===== src/rtl/ysyx_041514_bpu_resolve_pkg.sv =====
// ysyx_041514_bpu_resolve_pkg -- shared system configuration for the BPU
// resolve slice.
//
// This file is the common definitions point. The global macros (XLEN, RAS depth,
// and the CTRLBUS stage indices) are defined once here under an include guard.
// The package then turns them into typed constants: the redirect FSM encoding
// and the flush mask that a redirect raises.
//
// Optional feature macro used elsewhere in the slice: YSYX_041514_BPU_STATS_EN.
// When it is defined, the top adds 64-bit resolve and mispredict counters.

`ifndef YSYX_041514_SYSCONFIG
`define YSYX_041514_SYSCONFIG
`define ysyx_041514_XLEN            64
`define ysyx_041514_BPU_CAS_NUM     16
`define ysyx_041514_CTRLBUS_W       6
`define ysyx_041514_CTRLBUS_PC      0
`define ysyx_041514_CTRLBUS_IF_ID   1
`define ysyx_041514_CTRLBUS_ID_EX   2
`define ysyx_041514_CTRLBUS_EX_MEM  3
`define ysyx_041514_CTRLBUS_MEM_WB  4
`define ysyx_041514_CTRLBUS_WB      5
`endif

package ysyx_041514_bpu_resolve_pkg;

  localparam int XLEN      = `ysyx_041514_XLEN;
  localparam int CTRLBUS_W = `ysyx_041514_CTRLBUS_W;

  // Redirect FSM: IDLE watches EX, REDIR holds a redirect until the PC stage
  // takes it.
  typedef enum logic {
    IDLE  = 1'b0,
    REDIR = 1'b1
  } bpu_state_e;

  // Returns a one-hot CTRLBUS vector for a stage index.
  function automatic logic [CTRLBUS_W-1:0] ctrl_bit(input int idx);
    return CTRLBUS_W'(1) << idx;
  endfunction

  // A redirect kills everything younger than EX: the PC register and the
  // IF/ID and ID/EX latches.
  localparam logic [CTRLBUS_W-1:0] REDIR_FLUSH_MASK =
    ctrl_bit(`ysyx_041514_CTRLBUS_PC) |
    ctrl_bit(`ysyx_041514_CTRLBUS_IF_ID) |
    ctrl_bit(`ysyx_041514_CTRLBUS_ID_EX);

endpackage


===== src/rtl/ysyx_041514_bpu_resolve_if.sv =====
// ysyx_041514_bpu_resolve_if -- EX-stage control-flow resolve bundle.
//
// This bundle carries the outcome of the EX instruction together with the
// prediction that fetch made for it.
//   ex_valid    : EX holds a valid instruction
//   ex_is_cf    : instruction is a branch, jal or jalr
//   ex_taken    : resolved direction
//   ex_target   : resolved target
//   ex_pc       : PC of the EX instruction
//   pred_valid  : fetch predicted taken
//   pred_target : target that fetch predicted
// Modports: master drives the bundle and slave consumes it. The compare unit
// is the slave.

interface ysyx_041514_bpu_resolve_if;
  import ysyx_041514_bpu_resolve_pkg::*;

  logic            ex_valid;
  logic            ex_is_cf;
  logic            ex_taken;
  logic [XLEN-1:0] ex_target;
  logic [XLEN-1:0] ex_pc;
  logic            pred_valid;
  logic [XLEN-1:0] pred_target;

  modport master (
    output ex_valid, ex_is_cf, ex_taken, ex_target, ex_pc, pred_valid, pred_target
  );

  modport slave (
    input ex_valid, ex_is_cf, ex_taken, ex_target, ex_pc, pred_valid, pred_target
  );

endinterface


===== src/rtl/ysyx_041514_bpu_cmp.sv =====
// ysyx_041514_bpu_cmp -- combinational resolve/compare unit.
//
// This unit decides whether the EX control-flow instruction was predicted
// correctly, and it produces the PC that fetch should have followed.
// Ports:
//   bus          : resolve bundle (slave modport)
//   stall_id_ex  : ID_EX stall bit; a stalled EX slot does not resolve
//   resolve      : a control-flow instruction resolves this cycle
//   mispredict   : the resolve disagrees with the prediction
//   correct_pc   : resolved target when taken, otherwise pc+4 (wraps)

module ysyx_041514_bpu_cmp
  import ysyx_041514_bpu_resolve_pkg::*;
(
  ysyx_041514_bpu_resolve_if.slave bus,
  input  logic            stall_id_ex,
  output logic            resolve,
  output logic            mispredict,
  output logic [XLEN-1:0] correct_pc
);

  logic target_hit;

  assign resolve    = bus.ex_valid & bus.ex_is_cf & ~stall_id_ex;
  assign target_hit = (bus.pred_target == bus.ex_target);

  // Taken mispredict: fetch did not predict taken, or it went to the wrong place.
  // Not-taken mispredict: fetch predicted taken.
  assign mispredict = resolve &
                      (( bus.ex_taken & (~bus.pred_valid | ~target_hit)) |
                       (~bus.ex_taken &   bus.pred_valid));

  assign correct_pc = bus.ex_taken ? bus.ex_target : (bus.ex_pc + XLEN'(4));

endmodule


===== src/rtl/ysyx_041514_bpu_resolve.sv =====
// ysyx_041514_bpu_resolve -- branch resolve and redirect controller.
//
// This block watches EX-stage control flow. On a mispredict it registers the
// correct PC and the RAS checkpoint. It then holds a redirect toward the PC
// stage until that stage accepts it. While the redirect is outstanding it
// flushes PC, IF_ID and ID_EX.
// Ports:
//   clk, rst (sync, active low)
//   stall_valid_i        : per-stage stall vector (CTRLBUS order)
//   ex_* / pred_*        : EX instruction outcome and its prediction
//   ex_ras_ptr_i         : RAS top pointer checkpoint for the EX instruction
//   redirect_ready_i     : PC stage accepts the redirect
//   redirect_valid_o/pc_o/ras_ptr_o/ras_ptr_valid_o : redirect request
//   flush_valid_o        : flush vector (CTRLBUS order)
//   cf_cnt_o, mispred_cnt_o : only with YSYX_041514_BPU_STATS_EN defined

module ysyx_041514_bpu_resolve
  import ysyx_041514_bpu_resolve_pkg::*;
#(
  parameter int RAS_PTR_W = $clog2(`ysyx_041514_BPU_CAS_NUM)
) (
  input  logic                 clk,
  input  logic                 rst,
  input  logic [CTRLBUS_W-1:0] stall_valid_i,
  input  logic                 ex_valid_i,
  input  logic                 ex_is_cf_i,
  input  logic                 ex_taken_i,
  input  logic [XLEN-1:0]      ex_target_i,
  input  logic [XLEN-1:0]      ex_pc_i,
  input  logic                 pred_valid_i,
  input  logic [XLEN-1:0]      pred_target_i,
  input  logic [RAS_PTR_W-1:0] ex_ras_ptr_i,
  input  logic                 redirect_ready_i,
  output logic                 redirect_valid_o,
  output logic [XLEN-1:0]      redirect_pc_o,
  output logic [RAS_PTR_W-1:0] redirect_ras_ptr_o,
  output logic                 redirect_ras_ptr_valid_o,
`ifdef YSYX_041514_BPU_STATS_EN
  output logic [63:0]          cf_cnt_o,
  output logic [63:0]          mispred_cnt_o,
`endif
  output logic [CTRLBUS_W-1:0] flush_valid_o
);

  ysyx_041514_bpu_resolve_if ex_bus ();

  assign ex_bus.ex_valid    = ex_valid_i;
  assign ex_bus.ex_is_cf    = ex_is_cf_i;
  assign ex_bus.ex_taken    = ex_taken_i;
  assign ex_bus.ex_target   = ex_target_i;
  assign ex_bus.ex_pc       = ex_pc_i;
  assign ex_bus.pred_valid  = pred_valid_i;
  assign ex_bus.pred_target = pred_target_i;

  logic            resolve;
  logic            mispredict;
  logic [XLEN-1:0] correct_pc;

  ysyx_041514_bpu_cmp u_cmp (
    .bus         (ex_bus.slave),
    .stall_id_ex (stall_valid_i[`ysyx_041514_CTRLBUS_ID_EX]),
    .resolve     (resolve),
    .mispredict  (mispredict),
    .correct_pc  (correct_pc)
  );

  // Only the ID_EX stall bit gates resolution.
  logic unused_stall;
  assign unused_stall = ^(stall_valid_i & ~ctrl_bit(`ysyx_041514_CTRLBUS_ID_EX));

  bpu_state_e           state_q, state_d;
  logic [XLEN-1:0]      pc_q;
  logic [RAS_PTR_W-1:0] ras_ptr_q;
  logic                 first_q;
  logic                 capture;

  // Mispredicts are only accepted in IDLE. In REDIR the EX slot holds
  // wrong-path instructions.
  assign capture = (state_q == IDLE) & mispredict;

  always_ff @(posedge clk) begin
    if (!rst) begin
      state_q   <= IDLE;
      pc_q      <= '0;
      ras_ptr_q <= '0;
      first_q   <= 1'b0;
    end else begin
      state_q <= state_d;
      first_q <= capture;
      if (capture) begin
        pc_q      <= correct_pc;
        ras_ptr_q <= ex_ras_ptr_i;
      end
    end
  end

  always_comb begin
    state_d                  = state_q;
    redirect_valid_o         = 1'b0;
    redirect_pc_o            = '0;
    redirect_ras_ptr_o       = '0;
    redirect_ras_ptr_valid_o = 1'b0;
    flush_valid_o            = '0;
    unique case (state_q)
      IDLE: begin
        if (mispredict) state_d = REDIR;
      end
      REDIR: begin
        redirect_valid_o         = 1'b1;
        redirect_pc_o            = pc_q;
        redirect_ras_ptr_o       = ras_ptr_q;
        // The RAS restore fires once, in the first cycle of the redirect.
        redirect_ras_ptr_valid_o = first_q;
        flush_valid_o            = REDIR_FLUSH_MASK;
        if (redirect_ready_i) state_d = IDLE;
      end
      default: state_d = IDLE;
    endcase
  end

`ifdef YSYX_041514_BPU_STATS_EN
  logic [63:0] cf_cnt_q, mispred_cnt_q;

  // The counters include only resolves seen in IDLE, so wrong-path
  // instructions are not counted.
  always_ff @(posedge clk) begin
    if (!rst) begin
      cf_cnt_q      <= '0;
      mispred_cnt_q <= '0;
    end else begin
      if ((state_q == IDLE) && resolve) cf_cnt_q <= cf_cnt_q + 64'd1;
      if (capture) mispred_cnt_q <= mispred_cnt_q + 64'd1;
    end
  end

  assign cf_cnt_o      = cf_cnt_q;
  assign mispred_cnt_o = mispred_cnt_q;
`else
  logic unused_resolve;
  assign unused_resolve = resolve;
`endif

endmodule


===== config.mk =====
export PLATFORM = sky130hd
export DESIGN_NAME = ysyx_041514_bpu_resolve
export DESIGN_NICKNAME = d
export VERILOG_FILES = /design/src/rtl/ysyx_041514_bpu_resolve_pkg.sv /design/src/rtl/ysyx_041514_bpu_resolve_if.sv /design/src/rtl/ysyx_041514_bpu_cmp.sv /design/src/rtl/ysyx_041514_bpu_resolve.sv
export SDC_FILE = /design/constraint.sdc
export NUM_CORES = 1
export LEC_CHECK = 0
export ABC_AREA = 1
export BUFFER_PORTS_ARGS = -buffer_cell sky130_fd_sc_hd__buf_2
export CELL_PAD_IN_SITES_DETAIL_PLACEMENT = 1
export CELL_PAD_IN_SITES_GLOBAL_PLACEMENT = 2
export CORE_MARGIN = 2
export CORE_UTILIZATION = 24
export DETAILED_ROUTE_END_ITERATION = 7
export GPL_TIMING_DRIVEN = 0
export HOLD_SLACK_MARGIN = 0.03
export PLACE_DENSITY = 0.84
export SLEW_MARGIN = 20
export SYNTH_ARGS = -nofsm -noshare
export SYNTH_HDL_FRONTEND = slang
export SYNTH_SLANG_ARGS = --single-unit

===== constraint.sdc =====
create_clock -name clk -period 2.9 [get_ports clk]
set_clock_uncertainty 0.05 [all_clocks]
set_input_delay 0.29 -clock clk [delete_from_list [all_inputs] [get_ports clk]]
set_output_delay 0.29 -clock clk [all_outputs]
set_load 0.03 [all_outputs]

==> metrics.cfg <==
[timing]
tns_ns=0
worst_slew_pin_slew_ns=0.7988
min_period_over_period_pct=84.30
rsz0062_at_grt=no
slew_headroom_pct=46.75
fmax_mhz=409.0
setup_viol=0
finalHoldViolCount=0
slew_violations=0
min_period_ns=2.445

[placement]
port_buffers=274
place.gp.congestion=0.8971
dpl_cell_area_um2=9035
place_inst=2094
dpl.hpwl_um=31740

[detailed_routing]
drc=0
drtIter0Drc=415
totalWireLength_um=36320
via_per_inst=4.528
ant_nets=0
avgRoutedWirePerCell_um=17.17
num_vias=9577
drt_first_pass_iters=4

[die]
rows=63
start_util_pct=24.25
die_area_um2=31270
fp.dieH_um=176.8
ios=285
die_x_um=176.8
core_um2=29560

[clocking]
cts_hold_buf=0
cts_resized=0
clkSinkCount=70
root_buffer=clkbuf_16
cts_buffers=9
clkTransAtPathRegs_ns=0.06
clk-insertion-delay-late_ns=0.34
post_cts_buffers=0
cts_tree=done
clock_path_buffers=2
htree_levels=3

[worst_setup_path]
cp_common_cell=clkbuf_1
slowest_stage=clkbuf_1
reg2reg_depth=9
r2r-start=state_q
rrSetupSlack_ns=0.73
critPathKind=reg2out
path_delay_family=buffers and inverters
cp.arrival_ns=2.10
cp-end-kind=output pin
critPathRequiredTime_ns=2.56
cp_max_fo=10
crit_chain=clkbuf_1 -> clkbuf_1 -> nand2_1 -> inv_1 -> buf_2
max_stage_delay_ns=0.52
r2r_end=pc_q[4]
worst-path-buf-inv=4
startpoint_type=flop

[yosys]
synth.distinct_cells=33
syn_avg_cell_area_um2=5.020
synthesis.area_um2=7168
yosysSeqAreaShare_pct=19.55
synth_edf_count=0
yosys_register_bits=70
async_reset_ff_share_pct=0
synth_top_cell_area_share_pct=26.50
synth_largest_area_cell=nand2_1
yosysWarnings=0
synthFlopType=dfxtp_1
synth_area_leaders=nand2_1 26%, dfxtp_1 20%, nor2_1 15%, inv_1 12%, o21ai_0 5.5%
syn_inst=1428

[global_routing]
grt_remaining_overflow=0
grt_pass1_wl_um=54410
met3_usage_pct=2.062
track_usage_pct=23.03
met2_usage_pct=39.81
grt_max_degree=13
grt_pass1_vias=9630
grt.met1_usage_pct=30.78
top_usage_layer=met2
antenna_found_initial=5

[pwr]
p_leak_nw=5.469
vdd_ir_drop_max_v=0.0002756
power_density_nw_per_um2=322.8
p_total_mw=3.024

[layout]
regArea_um2=1401
area_growth_pct=30.67
drive_gt1_share_pct=19.24
fin_area_um2=9366
nets=1925
final_cells=2115
fill_cells=4209
final_util_pct=31.69
multiInputGateArea_um2=4587

[worst_hold_path]
holdPathEnd=ras_ptr_q[3]
min_path_cells=3
hp-class=in2reg
hp-start=ex_ras_ptr_i[3]

[run]
drv_cap=0

[run_status]
status=finished, final reports clean

==> sequential cells by signal, indices dropped and copies added (netlist names) <==
register   flops
first_q        1
pc_q          64
ras_ptr_q      4
state_q        1
==> layer usage <==
layer / vias up / part of all wire [%]
met4: 0 / 1.5
li1: 4848 / -
met2: 214 / 48
met5: - / 0
met3: 27 / 3.8
met1: 4488 / 47
==> final cells by class <==
type	count	share of cell area, %
Timing Repair Buffer	274	14.64
Buffer	51	3.019
Clock buffer	12	2.845
Clock inverter	4	0.5610
Antenna cell	5	0.1336
Inverter	241	9.658
Multi-Input combinational cell	1068	48.97
Tap cell	390	5.210
Sequential cell	70	14.96
==> worst max-delay path by stage <==
stage / start / to / slack [ns] / depth (start not counted)
floorplan: state_q / state_q / 1.10 / 10
global placement: ex_pc_i[2] / pc_q[32] / 0.19 / 12
detailed placement: ex_pc_i[2] / pc_q[32] / 0.19 / 12
CTS: state_q / redirect_pc_o[63] / 0.33 / 5
global route: state_q / redirect_ras_ptr_o[2] / 0.24 / 5
finish: state_q / redirect_pc_o[2] / 0.46 / 5
==> power breakdown <==
group	total, mW	switching, mW	internal, mW
Clock	1.20	0.461	0.740
Combinational	0.796	0.511	0.285
Sequential	1.03	0.0225	1.00
Total	3.02	0.994	2.03
==> tightest hold or removal path, delay by kind of cell <==
family	cells	cell delay, ns
AND/OR/NAND/NOR	1	0.07
AO/OA/AOI/OAI	1	0.07
buffers and inverters	1	0.07
==> cells in the final DEF, fill, tap and decap left out, types with 6 or more instances in the layout <==
master	count
nor3_1	6
inv_1	238
clkbuf_16	9
buf_6	6
o21ai_1	8
a21oi_1	20
buf_2	278
xor2_1	13
dfxtp_1	70
nand3_1	77
nand2_1	506
buf_4	11
nand4_1	22
or2_2	15
nor2_1	282
o21ai_0	79
clkbuf_1	28
xnor2_1	19
==> Yosys cell counts (8+ instances only) <==
master    number
dfxtp_1       70
inv_1        238
nand2_1      506
nand4_1       22
xor2_1        13
nand3_1       77
o21ai_0       79
xnor2_1       19
clkbuf_1      28
nor2_1       282
o21ai_1        8
buf_4         11
or2_2         15
a21oi_1       20
==> metrics by stage <==
stage | worst slack [ns] | hold slack [ns]
floorplan | 1.102 | 0.3893
global placement | 0.1928 | 0.4027
detailed placement | 0.1859 | 0.4069
CTS | 0.3302 | 0.1366
global route | 0.2422 | 0.2059
finish | 0.4552 | 0.1486
==> logic make-up after synthesis <==
family,after synthesis,share of synthesized area [%]
AO/OA/AOI/OAI,114,8.239
XOR/XNOR,32,3.910
adder cells (fa/ha/maj),1,0.1745
buffers and inverters,292,16.56
flip-flops,70,19.55
multiplexers,1,0.1396
other,1,0.05231
AND/OR/NAND/NOR,917,51.37
Power figures use the tool's default switching activity.
